<file path="config.mk">
export PLATFORM = sky130hd
export DESIGN_NAME = if_fetch_stage
export DESIGN_NICKNAME = d
export VERILOG_FILES = /design/src/rtl/cpu_pkg.sv /design/src/rtl/pc_incr.sv /design/src/rtl/if_fetch_stage.sv
export SDC_FILE = /design/constraint.sdc
export NUM_CORES = 1
export LEC_CHECK = 0
export ABC_CLOCK_PERIOD_IN_PS = 5100
export CORE_ASPECT_RATIO = 0.8
export CORE_MARGIN = 2
export CORE_UTILIZATION = 40
export DETAILED_ROUTE_END_ITERATION = 12
export GPL_TIMING_DRIVEN = 0
export PLACE_DENSITY = 0.72
export SYNTH_ARGS = -nofsm -noshare
export SYNTH_HDL_FRONTEND = slang
export SYNTH_HIERARCHICAL = 1
export SYNTH_SLANG_ARGS = --single-unit
export TNS_END_PERCENT = 10
</file>
<file path="constraint.sdc">
create_clock -name clk -period 5.1 [get_ports clk]
set_input_delay 1.02 -clock clk [delete_from_list [all_inputs] [get_ports clk]]
set_output_delay 1.02 -clock clk [all_outputs]
set_load 0.005 [all_outputs]
</file>
<file path="src/rtl/cpu_pkg.sv">
// rtl/cpu_pkg.sv - shared constants and helpers for the MIPS core
//
// Contents:
//   INSTR_W          instruction / address word width
//   RESET_PC_DEFAULT default PC loaded on reset
//   NOP_WORD         bubble instruction (sll $0,$0,0)
//   PC_ALIGN_MASK    clears the two low address bits
//   align_pc()       aligns an address down to a word boundary
package cpu_pkg;

  localparam int          INSTR_W          = 32;
  localparam logic [31:0] RESET_PC_DEFAULT = 32'h0000_0000;
  localparam logic [31:0] NOP_WORD         = 32'h0000_0000;
  localparam logic [31:0] PC_ALIGN_MASK    = 32'hFFFF_FFFC;

  function automatic logic [INSTR_W-1:0] align_pc(input logic [INSTR_W-1:0] addr);
    return addr & PC_ALIGN_MASK;
  endfunction

endpackage

</file>
<file path="src/rtl/pc_incr.sv">
// rtl/pc_incr.sv - combinational PC+4 adder
//
// Ports:
//   addr  in   32  current PC
//   sum   out  32  addr + 4, wraps modulo 2^32 with no carry out
module pc_incr
  import cpu_pkg::*;
(
  input  logic [INSTR_W-1:0] addr,
  output logic [INSTR_W-1:0] sum
);

  assign sum = addr + 32'd4;

endmodule

</file>
<file path="src/rtl/if_fetch_stage.sv">
// rtl/if_fetch_stage.sv - MIPS instruction-fetch stage with IF/ID register
//
// Ports:
//   clk, rst                      clock, async active-high reset
//   stall, flush                  hazard-unit hold / bubble requests
//   branch_taken, branch_target   ID-stage branch redirect
//   jump, jump_target             ID-stage jump redirect
//   imem_addr, imem_rdata         instruction memory (combinational read)
//   pc                            program counter register
//   if_id_instr/pc4/valid         IF/ID pipeline register
//   redirect_cnt, stall_cnt       saturating performance counters
module if_fetch_stage
  import cpu_pkg::*;
#(
  parameter logic [31:0] RESET_PC  = RESET_PC_DEFAULT,
  parameter logic [31:0] NOP_INSTR = NOP_WORD,
  parameter int          CNT_W     = 16
) (
  input  logic             clk,
  input  logic             rst,
  input  logic             stall,
  input  logic             flush,
  input  logic             branch_taken,
  input  logic [31:0]      branch_target,
  input  logic             jump,
  input  logic [31:0]      jump_target,
  output logic [31:0]      imem_addr,
  input  logic [31:0]      imem_rdata,
  output logic [31:0]      pc,
  output logic [31:0]      if_id_instr,
  output logic [31:0]      if_id_pc4,
  output logic             if_id_valid,
  output logic [CNT_W-1:0] redirect_cnt,
  output logic [CNT_W-1:0] stall_cnt
);

  localparam logic [CNT_W-1:0] CNT_ONE = {{(CNT_W-1){1'b0}}, 1'b1};
  localparam logic [CNT_W-1:0] CNT_MAX = {CNT_W{1'b1}};

  logic [31:0] pc4;
  logic [31:0] next_pc;
  logic        redirect;

  pc_incr u_pc_incr (
    .addr (pc),
    .sum  (pc4)
  );

  assign imem_addr = pc;
  assign redirect  = branch_taken | jump;

  // A redirect wins over stall: the instruction in ID that caused the
  // redirect is not the one being held by a load-use stall.
  always_comb begin
    next_pc = pc4;
    if (branch_taken)   next_pc = align_pc(branch_target);
    else if (jump)      next_pc = align_pc(jump_target);
    else if (stall)     next_pc = pc;
  end

  always_ff @(posedge clk or posedge rst) begin
    if (rst) begin
      pc           <= RESET_PC;
      if_id_instr  <= NOP_INSTR;
      if_id_pc4    <= 32'h0000_0000;
      if_id_valid  <= 1'b0;
      redirect_cnt <= '0;
      stall_cnt    <= '0;
    end else begin
      pc <= next_pc;

      // The word fetched alongside a redirect is on the wrong path, so it is
      // squashed; if_id_pc4 is left alone since a bubble never uses it.
      if (flush || redirect) begin
        if_id_instr <= NOP_INSTR;
        if_id_valid <= 1'b0;
      end else if (!stall) begin
        if_id_instr <= imem_rdata;
        if_id_pc4   <= pc4;
        if_id_valid <= 1'b1;
      end

      if (redirect && redirect_cnt != CNT_MAX)
        redirect_cnt <= redirect_cnt + CNT_ONE;

      // Only stalls that actually held the PC are counted.
      if (stall && !redirect && stall_cnt != CNT_MAX)
        stall_cnt <= stall_cnt + CNT_ONE;
    end
  end

endmodule

</file>
======== Word level (Yosys, flattened, before mapping) ========
Index checks and enable logic that the tools add are counted.
Widths: inputs -> output; s select.
operators by class
  reduce and logical (&&, ||, !) cells .... 6
  shift operators ......................... 0
  multiply operators ...................... 0
  add/sub/neg operators ................... 3
  equal/unequal tests ..................... 4
  muxes and demuxes ....................... 7
  bitwise logic cells ..................... 3
  $lt $le $gt $ge ......................... 0
  divide/modulo/power cells ............... 0
operators with widths
  operator               count
  $mux 32                5
  $add 16x1->16 const B  2
  $add 32x3->32 const B  1
  $ne 16x16->1 const B   2
  $logic_and 1x1->1      3
  $ne 3x1->1 const B     1
  $mux 1                 2
  $ne 2x1->1 const B     1
  $not 1->1              2
  $reduce_and 2->1       1
  $logic_not 1->1        1
  $logic_or 1x1->1       1
  $or 1x1->1             1
word-level totals
  bits of input ports ..................... 102
  flip-flop bits (word level) ............. 129
  memories ................................ 0
  memory bits (writable) .................. 0
  logic and storage cells ................. 29
  memory bits (read-only) ................. 0
  latch bits .............................. 0
  output and inout port bits .............. 161

======== Logic depth before layout (Yosys ltp) ========
  depth after elaboration ................. 4
  mapped depth ............................ 9
  gate-level depth less buffers ........... 9

======== Hierarchy ========
Netlist, hierarchy kept.
by module, submodules not included
  module          area an instance (µm²)  instances  cells each  seq. area each (µm²)
  if_fetch_stage  5929.4                  1          526         3228.1
  pc_incr         580.6                   1          83          0.0

======== Worst setup path before layout ========
Ideal clock, no wire load.
  path kind ............................... input -> register
  start point ............................. input port branch_taken
  end point ............................... register if_id_pc4[18]
  setup time .............................. 125 ps
  data arrival time ....................... 2390 ps
  data required time ...................... 4975 ps
  stages .................................. 6
  buffers on the path ..................... 3
  path slack .............................. 2585 ps
  cells stage by stage .................... buf_2 or2_1 buf_2 nor3_4 buf_6 mux2_2
on the way
  word-level cells in the longest chain between the ends .. 4
ends and longest elaborated chain
  element                            RTL line              source
  from (decl)                        if_fetch_stage.sv:23  input logic branch_taken,
  $or 1x1->1                         if_fetch_stage.sv:50  assign redirect = branch_taken | jump;
  $logic_or 1x1->1                   if_fetch_stage.sv:74  if (flush || redirect) begin
  $not 1->1 (no source line)         --
  $reduce_and 2->1 (no source line)  --
  to (signal assigned)               if_fetch_stage.sv:79  if_id_pc4 <= pc4;
  to (decl)                          if_fetch_stage.sv:31  output logic [31:0] if_id_pc4,
No other way between the ends.
A chain may end at the register's enable or synchronous reset.

======== Worst setup path after layout ========
  start point ............................. register pc[17], in the netlist imem_addr[17]
  end point ............................... output port pc[17]
RTL lines
  element                 RTL line              source
  from (decl)             if_fetch_stage.sv:29  output logic [31:0] pc,
  from (signal assigned)  if_fetch_stage.sv:70  pc <= next_pc;
No word-level cell between the ends.

==> run metrics <==
status finished clean; CTS tree yes; synth top area cells dfrtp_1, mux2_2, mux2i_1; syn_nets 714; synth cell count leaders dfrtp_1, nand2_1, nor2_1, buf_4, xnor2_1; Setup Buffers After CTS 0; Remaining DRCs 0; first-pass GRT wire length around 32,000 um; Worst Setup SP imem_addr[17]; number of global-route vias before repair ~5.9k; Starting DRT DRC Count between 300 and 400; Primary FF master, synth dfrtp_1; Worst setup EP type primary output; post-route cell area 0.009977 sq mm; max_cap viols 0; Post-Synth XOR/XNOR Area 0.06861; register area share after synthesis 0.4959; Ys Warns 6; CTS resizes 0; hpwl dp between 10,000 and 15,000 um; core region area ~0.016 sq mm; pwr/cell area 342.3 mW/mm^2; worst min path class flop to flop; share of cells above drive strength 1 0.1360; Distinct cells, synth 44; gr ovfl total 0; FF+latch area approximately 0.0032 sq mm; share of the synthesized area in the top cell type 0.4959; Post-synth ARST share 1.000; max-slew violations 0; area leader, netlist dfrtp_1; Place WS a little over 2 ns; Via density roughly 5.2; Post-Synthesis Cells 609; Leakage Power 4.236 nW; largest family of logic cells by synthesized area simple AND/OR/NAND/NOR gates; root buffer cell clkbuf_16; filler instances about 1.3k; final hold vios 0; CTS max path bufs 2; clk sinks 129; die area ~0.017 sq mm; Setup-failing EPs final 0; Slew headroom 0.5402; adder-cell area share of the yosys netlist 0.005766; Clk Latency, worst-skew pair approximately 0.4 ns; Power Total between 3 and 4 mW; CP Data Arrival Time about 1.6 ns; fin nets slightly below 1k; Multi-input gate area roughly 0.0029 sq mm; RSZ-0062 raised after global routing no; measured slew at the worst slew-check pin just under 0.7 ns; CTS buffer count 17; cts hold-fix bufs 0; crit-path max cell delay ~0.54 ns; RR Startpoint imem_addr[2]; slowest CP cell dfrtp_1; fin crit period between 2 and 3 ns; CP Class flop to primary output; CP Data Required Time about 4.1 ns; post-synthesis mux area share 0.1132; Post-Syn Area ~0.0065 sq mm; hold_sp if_id_pc4[2]; Simple-Gate Fraction of Synth Area 0.1474; row cnt 41; DR pass1 iterations 5; initial antenna violation count 0; Post-Place Cell Area 0.009364 sq mm; die height roughly 120 um; most common cell in the netlist dfrtp_1; f_max between 300 and 400 MHz; Via Count ~5.8k; syn_area_per_cell roughly 11 sq um; CTS H-Tree Depth 4; die width about 150 um; FF+latch count, synth 129; setup ws final about 2.5 ns; clock skew 0.01574 ns; Placer Congestion ~0.84; Critical Path Fanout Max 8; Compound-Gate Fraction of Synth Area 0.1051; wire length per cell ~18 um; largest net degree at the start of global routing between 60 and 70; final worst path period share 0.5120; Post-synth EDFFs 0; drt total wl approximately 20,000 um; worst-case vdd ir drop 381.3 uV; DRT antenna net count 0; Port Buffers 255; initial core utilization 0.4107; IO Pins around 260; crit-path cells buf_4, clkdlybuf4s50_1; n_diodes 0; CP Launch Type flop; Reg clk slew, reported paths about 0.050 ns; gr usage total 0.2295; Area Overhead vs Synth 53.26%; utilization of the core after routing 0.6294
==> layout make-up <==
class | instances | area share
sequential | 129 | 0.3236
multi-input combinational | 412 | 0.2872
timing repair buffer | 256 | 0.2586
clock buffer | 25 | 0.05167
buffer | 63 | 0.03988
tap | 215 | 0.02696
clock inverter | 7 | 0.009782
inverter | 5 | 0.002383
==> layout by cell type (no fill, tap or decap), types with 10 or more instances in the layout <==
cell               n
clkbuf_1          16
nand3_1           18
a22o_1            32
clkdlybuf4s50_1  255
mux2_2            32
nand2_1           49
nand4_1           22
nor2_1            48
nor3_1            10
o21ai_0           32
xnor2_1           34
buf_4             34
a21oi_1           32
clkbuf_16         17
xor2_1            17
mux2i_1           32
dfrtp_1          129
==> worst max-delay path, delay by kind of cell (launching register included) <==
kind | cells | cell delay [ns]
buf+inv | 2 | 0.65
flops | 1 | 0.54
==> layer usage <==
metal  share of wire  track usage  vias to the layer above
li1                -            -                     2684
met5               0            0                        -
met4           0.017      0.07585                        0
met1            0.42       0.2994                     2831
met2            0.48       0.3732                      243
met3           0.078      0.05930                       30
==> report_power, final <==
group,switching [mW],internal [mW]
clock,0.446,0.799
sequential,0.167,1.17
combinational,0.288,0.542
total,0.901,2.51
==> state kept, by name, summed over array words and instances (netlist names) <==
register	count
if_id_pc4	32
imem_addr	32
redirect_cnt	16
if_id_instr	32
stall_cnt	16
if_id_valid	1
==> cells by family (layout without fill, tap and decap cells) <==
logic type                 count (synthesis)  in the layout
muxes                                     69             69
DFF                                      129            129
xor gates and xnor gates                  51             51
adders and majority gates                  3              3
and+or+nand+nor                          183            183
AOI/OAI and AO/OA                        106            106
buffers and inverters                     68            356
==> worst paths after layout <==
kind,end,slack [ns],depth (start not counted)
min in group asynchronous,if_id_instr[7],1.07,2
max in group asynchronous,stall_cnt[3],3.30,3
setup reg to reg,imem_addr[28],2.55,9
hold reg to reg,if_id_pc4[2],0.49,1
hold / removal,if_id_pc4[2],0.49,1
setup / recovery,pc[17],2.49,2
==> through the flow <==
stage	TNS [ns]	std cells	hold WS (ns)
floorplan	0	609	0.4828
global placement	-157.91	1079	0.4744
detailed placement	0	1080	0.4802
CTS	0	1112	0.4981
global route	0	1112	0.5171
finish	0	1112	0.4924
Power figures use the tool's default switching activity.
